--- src/rtl/lsu_pkg.sv ---
// -----------------------------------------------------------------------------
// lsu_pkg
// Shared definitions for the load/store unit: FSM state encoding, RV32I
// funct3 width/sign codes, the data-memory word-address width, and a helper
// that flags funct3 codes with no meaning for the given access direction.
// -----------------------------------------------------------------------------
package lsu_pkg;

    localparam int MEM_AW = 10;

    typedef enum logic [1:0] {
        IDLE = 2'd0,
        RD   = 2'd1,
        WR   = 2'd2,
        RESP = 2'd3
    } state_t;

    localparam logic [2:0] F3_B  = 3'b000;
    localparam logic [2:0] F3_H  = 3'b001;
    localparam logic [2:0] F3_W  = 3'b010;
    localparam logic [2:0] F3_BU = 3'b100;
    localparam logic [2:0] F3_HU = 3'b101;

    // Stores only have B/H/W; loads additionally have BU/HU.
    function automatic logic is_illegal(input logic we, input logic [2:0] funct3);
        logic bad;
        if (we) bad = !(funct3 == F3_B || funct3 == F3_H || funct3 == F3_W);
        else    bad = (funct3 == 3'b011 || funct3 == 3'b110 || funct3 == 3'b111);
        return bad;
    endfunction

endpackage

--- src/rtl/lsu_align.sv ---
// -----------------------------------------------------------------------------
// lsu_align
// Combinational lane logic for byte/halfword/word accesses.
//   word       : 32-bit memory word (read data)
//   offset     : byte offset within the word (addr[1:0])
//   funct3     : RV32I width/sign code
//   wdata      : LSB-aligned store data
//   load_val   : selected lane, sign- or zero-extended
//   merged     : word with the store lane replaced by wdata (SW: wdata)
//   misaligned : halfword on odd address or word on non-zero offset
// -----------------------------------------------------------------------------
module lsu_align
    import lsu_pkg::*;
(
    input  logic [31:0] word,
    input  logic [1:0]  offset,
    input  logic [2:0]  funct3,
    input  logic [31:0] wdata,
    output logic [31:0] load_val,
    output logic [31:0] merged,
    output logic        misaligned
);

    logic [7:0]  byte_lane;
    logic [15:0] half_lane;

    always_comb begin
        byte_lane = word[7:0];
        case (offset)
            2'd0: byte_lane = word[7:0];
            2'd1: byte_lane = word[15:8];
            2'd2: byte_lane = word[23:16];
            2'd3: byte_lane = word[31:24];
            default: byte_lane = word[7:0];
        endcase
        half_lane = offset[1] ? word[31:16] : word[15:0];

        case (funct3)
            F3_B:    load_val = {{24{byte_lane[7]}}, byte_lane};
            F3_BU:   load_val = {24'd0, byte_lane};
            F3_H:    load_val = {{16{half_lane[15]}}, half_lane};
            F3_HU:   load_val = {16'd0, half_lane};
            default: load_val = word;
        endcase

        // funct3[1:0] is the access width for both loads and stores.
        merged     = word;
        misaligned = 1'b0;
        case (funct3[1:0])
            2'b00: begin
                case (offset)
                    2'd0: merged[7:0]   = wdata[7:0];
                    2'd1: merged[15:8]  = wdata[7:0];
                    2'd2: merged[23:16] = wdata[7:0];
                    2'd3: merged[31:24] = wdata[7:0];
                    default: merged = word;
                endcase
            end
            2'b01: begin
                if (offset[1]) merged[31:16] = wdata[15:0];
                else           merged[15:0]  = wdata[15:0];
                misaligned = offset[0];
            end
            2'b10: begin
                merged     = wdata;
                misaligned = (offset != 2'd0);
            end
            default: begin
                merged     = word;
                misaligned = 1'b0;
            end
        endcase
    end

endmodule

--- src/rtl/load_store_unit.sv ---
// -----------------------------------------------------------------------------
// load_store_unit
// Single-outstanding RV32I load/store unit in front of a word-wide data
// memory with combinational read. Sub-word stores are read-modify-write.
//   clk, rst (async, active-low)
//   req_valid/req_ready : request handshake; a request is taken on a clock
//                         edge where both are high. req_ready is high only in
//                         IDLE, so requests presented while busy are simply
//                         not taken (never queued).
//   req_we, req_funct3, req_addr, req_wdata : request fields
//   rsp_valid (1-cycle pulse), rsp_rdata, rsp_err : completion, no backpressure
//   mem_wr_en, mem_address, mem_wr_data, mem_rd_data : data memory port
//   dbg_state : current FSM state
// -----------------------------------------------------------------------------
module load_store_unit
    import lsu_pkg::*;
(
    input  logic              clk,
    input  logic              rst,
    input  logic              req_valid,
    output logic              req_ready,
    input  logic              req_we,
    input  logic [2:0]        req_funct3,
    input  logic [31:0]       req_addr,
    input  logic [31:0]       req_wdata,
    output logic              rsp_valid,
    output logic [31:0]       rsp_rdata,
    output logic              rsp_err,
    output logic              mem_wr_en,
    output logic [MEM_AW-1:0] mem_address,
    output logic [31:0]       mem_wr_data,
    input  logic [31:0]       mem_rd_data,
    output logic [1:0]        dbg_state
);

    state_t      state_q, state_n;
    logic [11:0] addr_q;
    logic [2:0]  funct3_q;
    logic        we_q;
    logic [31:0] wdata_q;
    logic [31:0] rd_word_q;
    logic        err_q;

    logic        idle;
    logic        accept;
    logic        req_err;
    logic [1:0]  align_offset;
    logic [2:0]  align_funct3;
    logic [31:0] load_val;
    logic [31:0] merged;
    logic        misaligned;

    // Upper address bits alias onto the 4 KiB memory and are dropped.
    logic unused_addr_hi;
    assign unused_addr_hi = ^req_addr[31:12];

    assign idle   = (state_q == IDLE);
    assign accept = idle && req_valid;

    // In IDLE the aligner checks the incoming request for misalignment;
    // afterwards it works on the captured request.
    assign align_offset = idle ? req_addr[1:0] : addr_q[1:0];
    assign align_funct3 = idle ? req_funct3    : funct3_q;

    lsu_align u_align (
        .word       (rd_word_q),
        .offset     (align_offset),
        .funct3     (align_funct3),
        .wdata      (wdata_q),
        .load_val   (load_val),
        .merged     (merged),
        .misaligned (misaligned)
    );

    assign req_err = is_illegal(req_we, req_funct3) || misaligned;

    always_ff @(posedge clk or negedge rst) begin
        if (!rst) begin
            state_q   <= IDLE;
            addr_q    <= '0;
            funct3_q  <= '0;
            we_q      <= 1'b0;
            wdata_q   <= '0;
            rd_word_q <= '0;
            err_q     <= 1'b0;
        end else begin
            state_q <= state_n;
            if (accept) begin
                addr_q   <= req_addr[11:0];
                funct3_q <= req_funct3;
                we_q     <= req_we;
                wdata_q  <= req_wdata;
                err_q    <= req_err;
            end
            if (state_q == RD) rd_word_q <= mem_rd_data;
        end
    end

    always_comb begin
        state_n     = state_q;
        req_ready   = 1'b0;
        rsp_valid   = 1'b0;
        rsp_err     = 1'b0;
        rsp_rdata   = '0;
        mem_wr_en   = 1'b0;
        mem_wr_data = '0;
        mem_address = addr_q[11:2];
        dbg_state   = state_q;
        case (state_q)
            IDLE: begin
                req_ready = 1'b1;
                if (req_valid) begin
                    if (req_err)                  state_n = RESP;
                    else if (!req_we)             state_n = RD;
                    else if (req_funct3 == F3_W)  state_n = WR;
                    else                          state_n = RD;
                end
            end
            RD: begin
                state_n = we_q ? WR : RESP;
            end
            WR: begin
                mem_wr_en   = 1'b1;
                mem_wr_data = merged;
                state_n     = RESP;
            end
            RESP: begin
                rsp_valid = 1'b1;
                rsp_err   = err_q;
                if (!we_q && !err_q) rsp_rdata = load_val;
                state_n = IDLE;
            end
            default: state_n = IDLE;
        endcase
    end

endmodule

--- config.mk ---
export PLATFORM = sky130hd
export DESIGN_NAME = load_store_unit
export DESIGN_NICKNAME = d
export VERILOG_FILES = /design/src/rtl/lsu_pkg.sv /design/src/rtl/lsu_align.sv /design/src/rtl/load_store_unit.sv
export SDC_FILE = /design/constraint.sdc
export NUM_CORES = 1
export LEC_CHECK = 0
export BUFFER_PORTS_ARGS = -buffer_cell sky130_fd_sc_hd__buf_2
export CAP_MARGIN = 20
export CORE_MARGIN = 3
export CORE_UTILIZATION = 46
export DETAILED_ROUTE_END_ITERATION = 12
export GPL_TIMING_DRIVEN = 0
export PLACE_DENSITY = 0.83
export SLEW_MARGIN = 10
export SYNTH_ARGS = -nofsm -noshare
export SYNTH_HDL_FRONTEND = slang
export SYNTH_SLANG_ARGS = --single-unit
--- constraint.sdc ---
create_clock -name clk -period 3.15 [get_ports clk]
set_input_delay 0.315 -clock clk [delete_from_list [all_inputs] [get_ports clk]]
set_output_delay 0.315 -clock clk [all_outputs]
set_load 0.02 [all_outputs]
==> flow_metrics.env, run 1 <==
export IMPL_status="complete, but fails checks"
export IMPL_failed_checks="negative setup slack"
export IMPL_crit_slowest_cell="dfrtp_2"
export IMPL_cts_sinks=83
export IMPL_final_max_slew_viol_count=0
export IMPL_place_gp_congestion=0.959
export IMPL_overflow=0
export IMPL_min_to="rd_word_q[10]"
export IMPL_port_buffers=161
export IMPL_synth_area_um2=5140
export IMPL_clk_insertion_delay_late_ns=0.38
export IMPL_final_nets=848
export IMPL_worst_slack_ns=-0.108
export IMPL_track_usage=0.292
export IMPL_synthAdderAreaFrac=0.0195
export IMPL_htreeDepth=3
export IMPL_muxShareOfSynthArea=0.205
export IMPL_power_share_clock=0.070
export IMPL_final_common_cell="buf_2"
export IMPL_r2r_cells=7
export IMPL_wl_per_cell_um=22.9
export IMPL_hp_start="mem_rd_data[10]"
export IMPL_power_density_nw_per_um2=1330
export IMPL_synthFlopType="dfrtp_1"
export IMPL_grt_max_degree=52
export IMPL_worstPathRequired_ns=2.83
export IMPL_rrSetupSlack_ns=0.70
export IMPL_vias_per_cell=6.10
export IMPL_min_period_ns=3.26
export IMPL_worstReg2RegStart="dbg_state[1]"
export IMPL_finalCritPeriodShare=1.03
export IMPL_crit_chain="inv_2 -> ha_4 -> buf_8 -> mux2i_4 -> inv_2 -> clkbuf_16 -> ha_4 -> buf_8 -> nor2b_1 -> mux2_2 -> a221oi_2 -> nor2b_2 -> buf_2"
export IMPL_hold_path_class="primary input to flop"
export IMPL_grt_first_pass_wirelength_um=28600
export IMPL_r2r_end="rd_word_q[17]"
export IMPL_synth_fp_nets=623
export IMPL_syn_inst=512
export IMPL_synth_compound_area_frac=0.215
export IMPL_num_antenna_cells=0
export IMPL_max_slew_margin_rel=0.543
export IMPL_p_int_mw=5.54
export IMPL_avgSynthCellArea_um2=10.0
export IMPL_initial_core_util=0.485
export IMPL_synth_edff_count=0
export IMPL_cts_root_buf="clkbuf_8"
export IMPL_grt_pass1_vias=5173
export IMPL_postSynth_asyncResetShare=1.00
export IMPL_seqPwrFrac=0.217
export IMPL_dp_hpwl_um=13400
export IMPL_drc_errors=0
export IMPL_drtAntennaViolNets=0
export IMPL_core_um2=10600
export IMPL_timing_fmax_ghz=0.307
export IMPL_path_clk_slew_ns=0.09
export IMPL_tightest_slew_ns=0.683
export IMPL_antenna_found_initial=0
export IMPL_critical_path_top_delay_family="buffers and inverters"
export IMPL_p_sw_mw=4.90
export IMPL_drt_iter0_markers=461
export IMPL_die_x_um=112
export IMPL_endpoint_kind="output port"
export IMPL_p_sw_frac=0.469
export IMPL_final_util=0.743
export IMPL_power_frac_comb=0.713
export IMPL_synth_xor_area_frac=0
export IMPL_cts_made_buffers=9
export IMPL_clockBufferDepth=2
export IMPL_ios=183
export IMPL_ys_types=46
export IMPL_maxCapViolCount=0
export IMPL_rows=37
export IMPL_vias=5357
export IMPL_synth_top_family_by_area="compound AO/OA/AOI/OAI gates"
export IMPL_path_class="flop to output port"
export IMPL_rsz0062_at_grt="yes"
export IMPL_max_stage_delay_ns=0.41
export IMPL_drive_gt1_frac=0.609
export IMPL_die_area_um2=12500
export IMPL_finClkSkew_ns=0.00989
export IMPL_finalSetupViolCount=41
export IMPL_ys_seq_area_frac=0.404
export IMPL_ir_drop_v=0.000706
export IMPL_worst_hold_slack_ns=0.147
export IMPL_p_leak_nw=3.52
export IMPL_finalPower_mw=10.4
export IMPL_area_growth_pct=53.2
export IMPL_critPathBufInv=6
export IMPL_wl_um=20200
export IMPL_first_pass_iters=5
export IMPL_dieHeight_um=112
export IMPL_path_max_fanout=5
export IMPL_yosys_area_share_simple=0.0930
export IMPL_hold_depth=3
export IMPL_layout_common_cells="105 x buf_2, 81 x mux2_2, 81 x dfrtp_1"
export IMPL_tritoncts="built"
export IMPL_final_hold_viol_count=0
export IMPL_yosys_register_bits=83
export IMPL_synth_warnings=0
export IMPL_fillerInstances=683
export IMPL_worst_setup_path_start_kind="flop"
export IMPL_worst_ep_arrival_time_ns=2.94
## worst max path at each step
stage	from	end	slack [ns]	cells past startpoint
3_5_place_dp	dbg_state[0]	rsp_rdata[3]	-0.44	15
3_3_place_gp	dbg_state[0]	mem_wr_data[23]	-0.42	15
5_1_grt	dbg_state[1]	mem_wr_data[24]	-0.20	13
6_report	dbg_state[1]	mem_wr_data[30]	-0.11	13
2_1_floorplan	dbg_state[0]	rsp_rdata[2]	0.01	14
4_1_cts	dbg_state[1]	mem_wr_data[23]	-0.06	14
## layer usage
metal  GRT usage  wire length, µm
met4       0.102              737
met1       0.390             7550
met5           0                0
met3      0.0592             1930
met2       0.473             9940
## power by group through the flow
stage / Clock, mW / Combinational [mW] / Sequential (mW)
global placement: 0 / 4.93 / 2.16
CTS: 0.739 / 6.13 / 2.19
detailed placement: 0 / 5.05 / 2.18
floorplan: 0 / 3.75 / 1.94
global route: 0.793 / 7.78 / 2.31
finish: 0.726 / 7.45 / 2.27
## logic make-up (layout without fill, tap and decap cells)
family          count (synthesis)  count (layout)
compound gates                164             164
buf+inv                        69             299
simple gates                   94              94
mux                            94              94
flops                          83              83
fa+ha+maj                       8               8
## cell usage after synthesis (4+ instances only)
master / n / area, µm²
o21ai_0: 46 / 230
o22ai_1: 5 / 31.3
mux2_2: 81 / 912
a21oi_1: 29 / 145
nand2_1: 43 / 161
o21a_1: 12 / 90.1
nor2_1: 5 / 18.8
a21boi_0: 8 / 60.1
dfrtp_1: 83 / 2080
a22o_1: 18 / 158
a221oi_1: 10 / 87.6
nand2b_1: 11 / 68.8
buf_4: 14 / 105
mux2i_1: 12 / 120
a22oi_1: 11 / 82.6
inv_1: 22 / 82.6
ha_1: 8 / 100
buf_1: 8 / 30.0
a32o_1: 5 / 50.1
a211o_1: 4 / 35.0
nor2b_1: 23 / 144
clkbuf_1: 20 / 75.1
## worst min-delay path: cells and delay by family
kind | cells | cell delay (ns)
compound gates | 1 | 0.06
buf+inv | 1 | 0.08
simple gates | 1 | 0.04
## area by class of cell
type | count | area, µm² | share of cell area
Multi-Input combinational cell | 360 | 3330 | 0.423
Inverter | 22 | 87.6 | 0.0111
Buffer | 44 | 377 | 0.0478
Clock buffer | 13 | 159 | 0.0202
Sequential cell | 83 | 2080 | 0.264
Clock inverter | 3 | 22.5 | 0.00286
Tap cell | 136 | 170 | 0.0216
Timing Repair Buffer | 217 | 1650 | 0.210
## sequential cells by signal, indices dropped and copies added, names as in the netlist
name / count
funct3_q: 3
addr_q: 12
rd_word_q: 32
wdata_q: 32
err_q: 1
we_q: 1
dbg_state: 2
## what timing repair did
item	4_1_cts	5_1_grt
endpoints found under the hold margin	32	0
resized for setup	135	126
hold buffers	1	0
pin swaps	11	29
gates cloned	2	2
endpoints found under the setup margin	64	64
buffers inserted	29	21
## metrics by stage
step	TNS [ns]	worst slack, ns	instance area (µm²)	instances
5_1_grt	-7.32	-0.205	7880	878
2_1_floorplan	0	0.0144	5300	512
3_3_place_gp	-17.55	-0.419	6270	809
6_report	-1.79	-0.108	7880	878
3_5_place_dp	-20.09	-0.444	6300	810
4_1_cts	-0.382	-0.0614	7200	855
(Power assumes the default switching activity.)
==> inputs of run 2 (changes only) <==
--- a/config.mk
+++ b/config.mk
@@ -8,11 +8,12 @@
 export BUFFER_PORTS_ARGS = -buffer_cell sky130_fd_sc_hd__buf_2
 export CAP_MARGIN = 20
 export CORE_MARGIN = 3
-export CORE_UTILIZATION = 46
+export CORE_UTILIZATION = 47
 export DETAILED_ROUTE_END_ITERATION = 12
 export GPL_TIMING_DRIVEN = 0
 export PLACE_DENSITY = 0.83
 export SLEW_MARGIN = 10
 export SYNTH_ARGS = -nofsm -noshare
 export SYNTH_HDL_FRONTEND = slang
+export SYNTH_HIERARCHICAL = 1
 export SYNTH_SLANG_ARGS = --single-unit
==> flow_metrics.env, run 2 <==
export IMPL_status="completed"
export IMPL_wl_um=18000
export IMPL_synth_warnings=6
export IMPL_synthFlopType="dfrtp_1"
export IMPL_final_max_slew_viol_count=0
export IMPL_grt_first_pass_wirelength_um=27600
export IMPL_port_buffers=162
export IMPL_drt_iter0_markers=373
export IMPL_final_nets=819
export IMPL_final_util=0.637
export IMPL_area_growth_pct=29.5
export IMPL_tightest_slew_ns=0.474
export IMPL_path_clk_slew_ns=0.06
export IMPL_final_common_cell="buf_2"
export IMPL_drtAntennaViolNets=0
export IMPL_max_slew_margin_rel=0.684
export IMPL_hp_start="req_addr[8]"
export IMPL_worstPathRequired_ns=2.83
export IMPL_layout_common_cells="152 x buf_2, 83 x dfrtp_1, 70 x and2_1"
export IMPL_tritoncts="built"
export IMPL_synth_edff_count=0
export IMPL_ys_top_cells_by_count="83 x dfrtp_1, 74 x and2_1, 47 x mux2_2, 47 x mux2_4, 30 x a221o_1"
export IMPL_power_density_nw_per_um2=1370
export IMPL_die_area_um2=13600
export IMPL_crit_start="dbg_state[0]"
export IMPL_drc_errors=0
export IMPL_overflow=0
export IMPL_synth_area_um2=5760
export IMPL_synth_top_area_frac=0.361
export IMPL_min_period_ns=3.09
export IMPL_initial_core_util=0.492
export IMPL_die_x_um=117
export IMPL_vias=4947
export IMPL_cts_root_buf="clkbuf_16"
export IMPL_endpoint_kind="output port"
export IMPL_dieHeight_um=117
export IMPL_maxCapViolCount=0
export IMPL_ys_types=48
export IMPL_synth_most_common_cell="dfrtp_1"
export IMPL_wl_per_cell_um=21.1
export IMPL_dp_hpwl_um=13700
export IMPL_ir_drop_v=0.000692
export IMPL_drive_gt1_frac=0.512
export IMPL_track_usage=0.268
export IMPL_hold_path_class="primary input to flop"
export IMPL_finalCritPeriodShare=0.981
export IMPL_cts_sinks=83
export IMPL_finClkSkew_ns=0.00459
export IMPL_rows=39
export IMPL_cts_made_buffers=9
export IMPL_final_cells=856
export IMPL_htreeDepth=3
export IMPL_first_pass_iters=5
export IMPL_ios=183
export IMPL_place_gp_congestion=0.933
export IMPL_dp_cells=829
export IMPL_final_hold_viol_count=0
export IMPL_syn_inst=523
export IMPL_antenna_found_initial=0
export IMPL_synth_top_area_cell="dfrtp_1"
export IMPL_clockBufferDepth=2
export IMPL_timing_fmax_ghz=0.324
export IMPL_top_regs="rd_word_q (32), wdata_q (32), addr_q (12)"
export IMPL_core_um2=11700
export IMPL_synth_fp_nets=634
export IMPL_worstReg2RegStart="dbg_state[0]"
export IMPL_finalSetupViolCount=0
export IMPL_grt_pass1_vias=4921
export IMPL_worst_ep_arrival_time_ns=2.78
export IMPL_postSynth_asyncResetShare=1.00
export IMPL_p_leak_nw=3.74
export IMPL_yosys_register_bits=83
export IMPL_worst_setup_path_start_kind="flop"
export IMPL_clk_insertion_delay_late_ns=0.35
export IMPL_path_max_fanout=10
export IMPL_avgSynthCellArea_um2=11.0
export IMPL_path_class="flop to output port"
export IMPL_num_antenna_cells=0
export IMPL_ys_top_cells_by_area="dfrtp_1 36%, mux2_4 12%, mux2_2 9.2%"
export IMPL_grt_max_degree=51
export IMPL_ys_seq_area_frac=0.361
export IMPL_vias_per_cell=5.78
## run 2: cell count changes after synthesis, sizes merged, moves of 15 or more
cell | previous run | this run
and2 | 3 | 74
a221o | 0 | 30
o21ai | 48 | 21
a21oi | 31 | 6
nand2 | 43 | 22
nand3 | 1 | 16
## run 2: worst paths after layout
check / to / slack (ns) / cells past startpoint
max: rsp_rdata[5] / 0.06 / 10
min: addr_q[8] / 0.19 / 2
min reg2reg: wdata_q[20] / 0.51 / 1
min in group asynchronous: rd_word_q[5] / 0.46 / 2
max in group asynchronous: funct3_q[2] / 2.08 / 3
max reg2reg: dbg_state[0] / 0.73 / 10
## run 2: per-stage QoR
step / setup WS, ns / area [µm²] / power (mW) / TNS, ns / hold slack (ns)
after floorplan: 0.0313 / 5760 / 6.63 / 0 / 0.0194
after global placement: -0.167 / 6750 / 8.24 / -1.51 / 0.491
after detailed placement: -0.193 / 6780 / 8.38 / -2.33 / 0.300
after CTS: -0.0207 / 7370 / 10.0 / -0.0775 / 0.180
after global routing: -0.0223 / 7460 / 10.8 / -0.122 / 0.176
final: 0.0590 / 7460 / 10.2 / 0 / 0.189
## run 2: layout make-up
cell class,instances,area [µm²]
repair buffers,177,1020
multi-input cells,382,3500
clock inverters,7,76.3
fillers,955,4260
inverters,9,36.3
plain buffers,46,337
flip-flops and latches,83,2080
clock buffers,9,225
well taps,143,179
## run 2: logic make-up (layout without fill, tap and decap cells)
kind of cell,Yosys count,in the layout,synth area share
buf+inv,58,248,0.0602
mux,109,109,0.241
fa+ha+maj,8,8,0.0174
compound gates,106,106,0.145
simple gates,159,159,0.176
flops,83,83,0.361
## run 2: power by group
| part | internal (mW) | leakage, nW | switching [mW] |
|---|---|---|---|
| clock | 0.618 | 0.142 | 0.456 |
| combinational | 3.39 | 2.63 | 3.38 |
| sequential | 1.62 | 0.976 | 0.751 |
## run 2: worst max-delay path, stage by stage (launching register included)
cell     delay (ns)
dfrtp_1        0.40
inv_2          0.09
ha_4           0.19
mux2_4         0.35
ha_4           0.20
buf_4          0.15
o21a_1         0.21
buf_4          0.19
a221o_1        0.34
and2_1         0.14
buf_2          0.15
## run 2: layer usage
| metal | GRT usage | routed length [µm] | vias to the layer above |
|---|---|---|---|
| met5 | 0 | 0 | - |
| met1 | 0.377 | 7830 | 2423 |
| met2 | 0.428 | 8640 | 227 |
| met4 | 0.0719 | 288 | 0 |
| met3 | 0.0477 | 1290 | 22 |
| li1 | - | - | 2275 |
## run 2: repair_timing
item	CTS	global route
hold buffers	1	0
pin swaps	13	7
setup endpoints to repair	64	64
endpoints found under the hold margin	33	0
gates resized for setup	66	22
buffers inserted	10	3
==> inputs of run 3 (changes only) <==
--- a/config.mk
+++ b/config.mk
@@ -5,15 +5,15 @@
 export SDC_FILE = /design/constraint.sdc
 export NUM_CORES = 1
 export LEC_CHECK = 0
+export ABC_CLOCK_PERIOD_IN_PS = 3150
 export BUFFER_PORTS_ARGS = -buffer_cell sky130_fd_sc_hd__buf_2
 export CAP_MARGIN = 20
 export CORE_MARGIN = 3
-export CORE_UTILIZATION = 47
+export CORE_UTILIZATION = 46
 export DETAILED_ROUTE_END_ITERATION = 12
 export GPL_TIMING_DRIVEN = 0
-export PLACE_DENSITY = 0.83
+export PLACE_DENSITY = 0.78
 export SLEW_MARGIN = 10
 export SYNTH_ARGS = -nofsm -noshare
 export SYNTH_HDL_FRONTEND = slang
-export SYNTH_HIERARCHICAL = 1
 export SYNTH_SLANG_ARGS = --single-unit
==> flow_metrics.env, run 3 (same netlist as run 1, synthesis figures left out) <==
export IMPL_final_hold_viol_count=0
export IMPL_endpoint_kind="output port"
export IMPL_path_class="flop to output port"
export IMPL_cts_root_buf="clkbuf_8"
export IMPL_final_max_slew_viol_count=0
export IMPL_tightest_slew_ns=0.745
export IMPL_maxCapViolCount=0
export IMPL_p_sw_mw=4.58
export IMPL_finalCritPeriodShare=1.02
export IMPL_grt_pass1_vias=5281
export IMPL_dp_hpwl_um=13300
export IMPL_track_usage=0.294
export IMPL_port_buffers=161
export IMPL_rows=37
export IMPL_path_clk_slew_ns=0.09
export IMPL_ir_drop_v=0.000623
export IMPL_finalSetupTns_ns=-0.596
export IMPL_timing_fmax_ghz=0.310
export IMPL_cts_made_buffers=9
export IMPL_ios=183
export IMPL_hold_path_class="primary input to flop"
export IMPL_max_slew_margin_rel=0.503
export IMPL_rsz0062_at_grt="yes"
export IMPL_p_int_mw=5.17
export IMPL_wl_per_cell_um=22.0
export IMPL_vias_per_cell=5.89
export IMPL_path_max_fanout=4
export IMPL_wl_um=19200
export IMPL_layout_common_cells="111 x buf_2, 102 x buf_4, 81 x mux2_2, 81 x dfrtp_1, 43 x nand2_1"
export IMPL_htreeDepth=3
export IMPL_top_regs="rd_word_q (32), wdata_q (32), addr_q (12)"
export IMPL_cts_sinks=83
export IMPL_drive_gt1_frac=0.596
export IMPL_power_share_clock=0.088
export IMPL_p_sw_frac=0.470
export IMPL_grt_first_pass_wirelength_um=28700
export IMPL_finClkSkew_ns=0.00416
export IMPL_initial_core_util=0.485
export IMPL_place_gp_congestion=1.01
export IMPL_r2r_cells=17
export IMPL_failed_checks="negative setup slack"
export IMPL_drtAntennaViolNets=0
export IMPL_seqCellArea_um2=2080
export IMPL_dieHeight_um=112
export IMPL_drc_errors=0
export IMPL_worst_ep_arrival_time_ns=2.91
export IMPL_multiInputGateArea_um2=3190
export IMPL_dp_cells=810
export IMPL_final_util=0.704
export IMPL_die_x_um=112
export IMPL_core_um2=10600
export IMPL_fillerInstances=792
export IMPL_hold_depth=3
export IMPL_antenna_found_initial=0
export IMPL_die_area_um2=12500
export IMPL_status="complete, but fails checks"
export IMPL_grt_max_degree=50
export IMPL_power_density_nw_per_um2=1310
export IMPL_min_period_ns=3.23
export IMPL_seqPwrFrac=0.230
export IMPL_p_leak_nw=3.40
export IMPL_area_growth_pct=45.1
export IMPL_final_cells=871
export IMPL_clk_insertion_delay_late_ns=0.38
export IMPL_worst_setup_path_start_kind="flop"
export IMPL_num_antenna_cells=0
export IMPL_finalSetupViolCount=17
export IMPL_final_common_cell="buf_2"
export IMPL_worst_slack_ns=-0.0765
export IMPL_final_nets=841
export IMPL_tritoncts="built"
export IMPL_worstPathRequired_ns=2.83
export IMPL_power_frac_comb=0.683
export IMPL_drt_iter0_markers=454
export IMPL_overflow=0
export IMPL_vias=5133
export IMPL_clockBufferDepth=2
export IMPL_first_pass_iters=6
## run 3: cell count changes in the layout (fill, tap and decap cells not counted), sizes merged, moves of 11 or more
cell,before,now
o21ai,21,48
buf,206,241
nand3,16,1
nand2,22,43
mux2,94,81
a21oi,6,31
and2,74,3
inv,10,21
a221o,30,0
## run 3: path summary, 6_finish.rpt
check | start | end | slack [ns]
max | dbg_state[0] | rsp_rdata[22] | -0.08
min | mem_rd_data[8] | rd_word_q[8] | 0.14
max reg2reg | dbg_state[1] | dbg_state[0] | 0.14
min reg2reg | wdata_q[16] | wdata_q[16] | 0.51
max in group asynchronous | rst | dbg_state[1] | 1.99
min in group asynchronous | rst | rd_word_q[25] | 0.50
## run 3: cell type report
cell class	instances	area share
clock inverter	4	0.0101
timing repair buffer	215	0.192
inverter	22	0.0116
tap	136	0.0228
clock buffer	12	0.0181
multi-input combinational	360	0.428
buffer	39	0.0381
sequential	83	0.279
## run 3: critical path, cell delays in order (launching register included)
cell and delay [ns]:
dfrtp_2 0.42, inv_2 0.09, ha_4 0.15, buf_8 0.12
mux2i_4 0.29, buf_8 0.15, ha_4 0.15, inv_2 0.04
a221oi_4 0.27, o31ai_4 0.14, a21oi_2 0.15, buf_6 0.14
buf_4 0.12, a21boi_2 0.16, buf_4 0.15
## run 3: what timing repair did
item	4_1_cts	5_1_grt
buffers inserted	32	17
gates resized for setup	88	92
endpoints found under the setup margin	64	90
pin swaps	8	16
gates cloned	2	1
hold buffers	1	0
endpoints found under the hold margin	48	0
## run 3: through the flow
step / power (mW) / setup WS [ns] / area [µm²] / hold WS, ns
after detailed placement: 7.24 / -0.468 / 6300 / 0.374
after global routing: 10.2 / -0.163 / 7460 / 0.153
after CTS: 9.04 / -0.0243 / 7090 / 0.128
after floorplan: 5.70 / 0.0144 / 5300 / 0.0194
final: 9.75 / -0.0765 / 7460 / 0.138
after global placement: 7.11 / -0.432 / 6270 / 0.482
## run 3: power groups by stage
stage	logic, mW	registers, mW	clock network (mW)
after detailed placement	5.05	2.19	0
after floorplan	3.75	1.94	0
after global placement	4.94	2.16	0
after CTS	6.00	2.18	0.864
final	6.66	2.24	0.856
after global routing	7.04	2.28	0.914
## run 3: routing by layer
| layer | part of all wire | vias up | GRT usage |
|---|---|---|---|
| met3 | 0.087 | 62 | 0.0663 |
| met4 | 0.035 | 0 | 0.128 |
| li1 | - | 2282 | - |
| met5 | 0 | - | 0 |
| met2 | 0.48 | 303 | 0.471 |
| met1 | 0.39 | 2486 | 0.382 |
